===== src/rtl/counter_updown_mod.sv =====
// rtl/counter_updown_mod.sv - parametrised up/down modulo counter with load, clear, wrap/saturate and event flags
//
// Optional feature macro: COUNTER_PRESCALE_EN
//   When defined, adds parameter PRESCALE. A count step then happens only on
//   every PRESCALE-th cycle that has en=1.
//
// Parameters:
//   WIDTH     counter bit width (>= 2)
//   MAX_VAL   highest count value; the modulo is MAX_VAL+1 (1 <= MAX_VAL <= 2**WIDTH-1)
//   PRESCALE  enabled cycles per step (>= 1), only with COUNTER_PRESCALE_EN
//
// Ports:
//   clk         clock; all state changes on the rising edge
//   reset       synchronous, active-high reset; overrides every other input
//   en          count enable
//   up_dn       direction: 1 = up, 0 = down
//   sat_mode    1 = saturate at the limits, 0 = wrap around
//   load        parallel load strobe; the loaded value is clamped to MAX_VAL
//   load_val    value to load
//   clear       synchronous clear of the count to 0
//   count       current count (registered)
//   at_max      combinational, count == MAX_VAL
//   at_zero     combinational, count == 0
//   wrap        registered one-cycle pulse on a wrap event
//   sat_hit     registered one-cycle pulse when saturation blocks a step
//   ovf_sticky  sticky flag, set by any wrap or sat_hit event
//   ovf_clr     clears ovf_sticky; a same-edge set wins

module counter_updown_mod #(
    parameter int WIDTH    = 8,
    parameter int MAX_VAL  = 2**WIDTH - 1
`ifdef COUNTER_PRESCALE_EN
    ,
    parameter int PRESCALE = 4
`endif
) (
    input  logic             clk,
    input  logic             reset,
    input  logic             en,
    input  logic             up_dn,
    input  logic             sat_mode,
    input  logic             load,
    input  logic [WIDTH-1:0] load_val,
    input  logic             clear,
    output logic [WIDTH-1:0] count,
    output logic             at_max,
    output logic             at_zero,
    output logic             wrap,
    output logic             sat_hit,
    output logic             ovf_sticky,
    input  logic             ovf_clr
);

    localparam logic [WIDTH-1:0] MAX_V  = WIDTH'(MAX_VAL);
    localparam logic [WIDTH-1:0] ZERO_V = '0;
    localparam logic [WIDTH-1:0] ONE_V  = {{(WIDTH-1){1'b0}}, 1'b1};

    logic             step;
    logic [WIDTH-1:0] count_nxt;
    logic             wrap_nxt;
    logic             sat_nxt;

    // ------------------------------------------------------------------
    // Step qualification
    // ------------------------------------------------------------------
`ifdef COUNTER_PRESCALE_EN
    localparam int PW = $clog2(PRESCALE) + 1;
    localparam logic [PW-1:0] PRE_LAST = PW'(PRESCALE - 1);

    logic [PW-1:0] pre_cnt;
    logic          pre_tick;

    // The phase only advances on enabled cycles, and restarts whenever the
    // count is forced (clear/load) so a loaded value always gets a full period.
    assign pre_tick = en && (pre_cnt == PRE_LAST);

    always_ff @(posedge clk) begin
        if (reset || clear || load) begin
            pre_cnt <= '0;
        end else if (en) begin
            if (pre_cnt == PRE_LAST) begin
                pre_cnt <= '0;
            end else begin
                pre_cnt <= pre_cnt + PW'(1);
            end
        end
    end

    assign step = pre_tick;
`else
    assign step = en;
`endif

    // ------------------------------------------------------------------
    // Next-state and event decode (priority: clear > load > step > hold)
    // ------------------------------------------------------------------
    always_comb begin
        count_nxt = count;
        wrap_nxt  = 1'b0;
        sat_nxt   = 1'b0;
        if (clear) begin
            count_nxt = ZERO_V;
        end else if (load) begin
            count_nxt = (load_val > MAX_V) ? MAX_V : load_val;
        end else if (step) begin
            if (up_dn) begin
                if (count < MAX_V) begin
                    count_nxt = count + ONE_V;
                end else if (sat_mode) begin
                    sat_nxt = 1'b1;
                end else begin
                    count_nxt = ZERO_V;
                    wrap_nxt  = 1'b1;
                end
            end else begin
                if (count != ZERO_V) begin
                    count_nxt = count - ONE_V;
                end else if (sat_mode) begin
                    sat_nxt = 1'b1;
                end else begin
                    count_nxt = MAX_V;
                    wrap_nxt  = 1'b1;
                end
            end
        end
    end

    // ------------------------------------------------------------------
    // State registers
    // ------------------------------------------------------------------
    always_ff @(posedge clk) begin
        if (reset) begin
            count      <= ZERO_V;
            wrap       <= 1'b0;
            sat_hit    <= 1'b0;
            ovf_sticky <= 1'b0;
        end else begin
            count   <= count_nxt;
            wrap    <= wrap_nxt;
            sat_hit <= sat_nxt;
            // A new event beats a simultaneous clear request.
            if (wrap_nxt || sat_nxt) begin
                ovf_sticky <= 1'b1;
            end else if (ovf_clr) begin
                ovf_sticky <= 1'b0;
            end
        end
    end

    assign at_max  = (count == MAX_V);
    assign at_zero = (count == ZERO_V);

endmodule


===== config.mk =====
export PLATFORM = sky130hd
export DESIGN_NAME = counter_updown_mod
export DESIGN_NICKNAME = d
export VERILOG_FILES = /design/src/rtl/counter_updown_mod.sv
export SDC_FILE = /design/constraint.sdc
export NUM_CORES = 1
export LEC_CHECK = 0
export BUFFER_PORTS_ARGS = -buffer_cell sky130_fd_sc_hd__buf_4
export CAP_MARGIN = 40
export CORE_UTILIZATION = 35
export DETAILED_ROUTE_END_ITERATION = 10
export PLACE_DENSITY_LB_ADDON = 0.1
export RECOVER_POWER = 25
export SLEW_MARGIN = 15
export SYNTH_ARGS = -nofsm -noshare
export SYNTH_HDL_FRONTEND = slang
export SYNTH_SLANG_ARGS = --single-unit

===== constraint.sdc =====
create_clock -name clk -period 2.2 [get_ports clk]
set_input_delay 0.22 -clock clk [delete_from_list [all_inputs] [get_ports clk]]
set_output_delay 0.22 -clock clk [all_outputs]
set_load 0.01 [all_outputs]

Word-level counts from Yosys, hierarchy flattened
Cells that the tools add are included.

Flip-flop bits (word level): 11. Word-level logic and storage cells: 42. Output and inout port bits: 13. Bits of input ports: 16.

Eq/ne operators: 3. Reduce and logical (&&, ||, !) cells: 7. Add/sub/neg operators: 2. Order comparisons: 2. Multiplexer cells: 24.

Operators by type and width (number): two-way mux 8 bit (8); two-way mux 1 bit (16); adder 8 x 1 -> 8 bit, second input constant (1); == test 8 bit, second input constant (1); greater-than comparator 8 bit, second input constant (1); logical NOT 8 bit (1); less-than comparator 8 bit, second input constant (1); inequality test 4 x 2 -> 1 bit, second input constant (2); nonzero test 8 bit (1); subtractor 8 x 1 -> 8 bit, second input constant (1); nonzero test 2 bit (2); AND reduction 3 bit (1); OR reduction 2 bit (1); logical OR 1 bit (1).

Logic depth before layout (Yosys ltp)
Depth after elaboration: 8. Gate-level depth with buffers: 7. Mapped depth without buffers: 7.

Least setup slack after synthesis
No wires, ideal clock.

Kind: register to register. From: reg count[0]. To: reg count[4]. Library setup time: 0.132 ns. Path buffers: 0. Data required time: 2.068 ns. Stages on the path, launching flop included: 8. Period minus slack after synthesis: 2.039 ns. Slack: 0.161 ns. Data arrival time: 1.906 ns. Cells stage by stage: dfxtp_1 -> inv_1 -> ha_1 -> or3b_4 -> nor2_8 -> or3b_2 -> a221oi_1 -> o32ai_1.

Word-level cells in the longest chain between the ends: 5. Elaborated cells on any way between the ends: 12. Classes of those cells: 2 x add/sub; 1 x order compare; 2 x eq/ne; 5 x mux; 2 x reduce/logical.

RTL lines: from (decl) (line 45) `output logic [WIDTH-1:0] count,`; from (signal assigned) (line 138) `count <= count_nxt;`; subtractor 8 x 1 -> 8 bit, or another cell as far along (line 117) `count_nxt = count - ONE_V;`; two-way mux 8 bit, on equally long branches (line 116, 107); two-way mux 8 bit (line 106) `if (up_dn) begin`; two-way mux 8 bit (line 105) `end else if (step) begin`; two-way mux 8 bit (line 103) `end else if (load) begin`.

Several ways; a longest one is shown, not always the timed one. The select of a mux whose other input is x is not followed. A chain may end at the register's enable or synchronous reset.

Worst setup path in the final report
Ends and elaborated chain as after synthesis.

==> flow_summary.ini <==
[floorplan]
core-area_sq_mm = 0.002758
die_y_microns = 55.91
dieArea_sq_mm = 0.003126
initial_core_util_pct = 36.89
rows = 19
ios = 29
dieWidth_microns = 55.91

[routing]
drt-initial-drc-count = 30
ant_nets = 0
vias = 1161
dr.pass1.iters = 4
wl_per_cell_microns = 16.47
routed_wl_mm = 3.162
viasPerCell = 6.047
drc = 0

[sta]
finalHoldViolations = 0
rsz0062_at_grt = false
hold_ws_ns = 0.1160
drv_slew = 0
setup_viol_count_final = 0
max_slew_margin_pct = 65.53
setup_tns_ns = 0
clock_skew_ns = 0.002021
worst_pin_slew_ns = 0.5152
setup_slack_ns = 0.2382
fin_crit_ns = 1.962
fmax_ghz = 0.5097
period_share_pct = 89.17

[clock_network]
cts_resized = 0
clock-sinks = 11
tritoncts = done
path_clk_slew_ns = 0.07
cts-root-buf = clkbuf_4
clockBufferDepth = 2
clk_latency_ns = 0.27
cts_setup_buffers = 0
numCtsBuffers = 3
htree_levels = 1
cts_hold_buf = 0

[power_and_ir_drop]
swShare_pct = 35.90
pwr-share-clk_pct = 24.1
switchingPower_uw = 211.1
pwr-share-seq_pct = 37.6
comb_power_share_pct = 38.3
intPower_uw = 376.9
p_leak_uw = 0.0004921
ir_drop_mv = 0.3789
power_density_mw_per_mm2 = 467.1

[grt]
grt_pass1_vias = 1118
grt_first_pass_wirelength_mm = 5.237
grt_overflow = 0
antenna_found_initial = 0
grtUsageTotal_pct = 21.04
grt_max_degree = 19

[placement]
place_worst_setup_slack_ns = 0.2489
hpwlAfterDp_mm = 2.361
portBuffers = 28
placed_cells = 188
gp_congestion = 0.8587

[setup_path]
r2r_start = count[0]
cp_max_fo = 6
cp-end-kind = flip-flop
crit_type = reg -> reg
critPathLaunch = count[0]
startpoint_type = flip-flop
worst_ep_arrival_time_ns = 2.11
required_ns = 2.35

[final_layout]
area_growth_pct = 23.74
drive_gt1_share_pct = 26.09
stdcell_count = 192
diodes = 0
fillers = 299
layout.nets = 181

[synth]
synthSimpleGateAreaFrac_pct = 29.15
synth_top_family_by_area = compound AO/OA/AOI/OAI gates
yosysSeqAreaShare_pct = 21.65
ys_seq_elements = 11
synthTopCellsByCount = inv_1 (12), dfxtp_1 (11), a21oi_1 (8), nand3_1 (8), nor2_1 (8)
synth_edf_count = 0
synth_compound_area_share_pct = 32.47
syn-num-nets = 152
synth_cell_types = 52
synth_xor_area_share_pct = 3.444
async_flop_share_pct = 0
synth_area_sq_mm = 0.001017
synth_mux_area_share_pct = 0
syn_inst = 133
synth_top_area_cell = dfxtp_1
synth.area.top_cells = dfxtp_1 (22%), inv_1 (4.4%), a21oi_1 (3.9%)
synthAdderAreaFrac_pct = 3.690
synth_warnings = 0
yosysMostFrequentCell = inv_1
syn_area_per_cell_sq_um = 7.648
synth_top_area_share_pct = 21.65
synthFlopType = dfxtp_1

[min_path]
hp-start = reset
hp-class = in -> reg

[status]
outcome = complete, no violations

[run]
drv_cap = 0
sequential cells by signal, summed over array words and instances, names as in the netlist:
signal / cells
sat_hit: 1
wrap: 1
count: 8
ovf_sticky: 1
area by class of cell:
cell class	count	area (sq um)	area share [%]
clock buffers	4	26.28	2.087
multi-input cells	101	699.4	55.57
repair buffers	33	229.0	18.19
well taps	31	38.79	3.082
inverters	12	45.04	3.579
flip-flops and latches	11	220.2	17.49
path summary, 6_finish.rpt:
kind                                    to  slack, ns  cells past startpoint
worst min-delay path            ovf_sticky       0.12                      2
worst min register to register  ovf_sticky       0.55                      3
worst max register to register    count[4]       0.24                      7
worst max-delay path              count[4]       0.24                      7
cells by family after synthesis:
family / Yosys count
compound gates: 45
xor+xnor: 4
fa+ha+maj: 3
buf+inv: 21
flops: 11
simple gates: 49
worst max-delay path, cell delays in order, from the launching register on:
cell      delay [ns]
dfxtp_1         0.33
inv_1           0.08
ha_1            0.23
or3b_4          0.30
nor2_8          0.05
or3b_2          0.44
a221oi_1        0.28
o32ai_1         0.13
layer usage:
metal / vias up / GRT usage (%) / wire length [microns]
li1: 565 / - / -
met1: 540 / 29.11 / 1437
met2: 52 / 33.39 / 1459
met3: 4 / 4.884 / 235
met4: 0 / 4.878 / 29
met5: - / 0 / 0
placed cells by master (no fill, tap or decap), drive strengths merged, types with 2 or more instances in the layout:
| cell | n |
|---|---|
| or3b | 2 |
| nand3 | 8 |
| clkbuf | 9 |
| o21ai | 8 |
| and3 | 2 |
| or3 | 2 |
| o311ai | 3 |
| a311oi | 2 |
| inv | 12 |
| a21oi | 8 |
| and2 | 2 |
| or4 | 2 |
| nand2 | 6 |
| a31oi | 2 |
| o2111ai | 3 |
| xor2 | 3 |
| ha | 3 |
| nor4 | 4 |
| a211oi | 3 |
| nand3b | 2 |
| o211ai | 2 |
| nor2 | 9 |
| o31ai | 2 |
| nand4 | 2 |
| o32ai | 2 |
| nor3 | 5 |
| or2 | 2 |
| o22ai | 2 |
| buf | 28 |
| dfxtp | 11 |
metrics by stage:
stage | utilization (%) | cell area [sq um] | power [uW]
6_report | 45.64 | 1259 | 588.0
5_1_grt | 45.64 | 1259 | 623.8
4_1_cts | 46.32 | 1277 | 591.6
3_5_place_dp | 45.37 | 1251 | 450.4
3_3_place_gp | 45.37 | 1251 | 452.0
2_1_floorplan | - | 1017 | 374.0
power by group through the flow:
| stage | Sequential (uW) | Clock [uW] | Combinational [uW] |
|---|---|---|---|
| after global placement | 226 | 0 | 226 |
| final | 221 | 142 | 225 |
| after CTS | 221 | 144 | 226 |
| after floorplan | 227 | 0 | 147 |
| after detailed placement | 226 | 0 | 225 |
| after global routing | 223 | 155 | 245 |
Note: power is estimated with default switching activity, not from simulation.
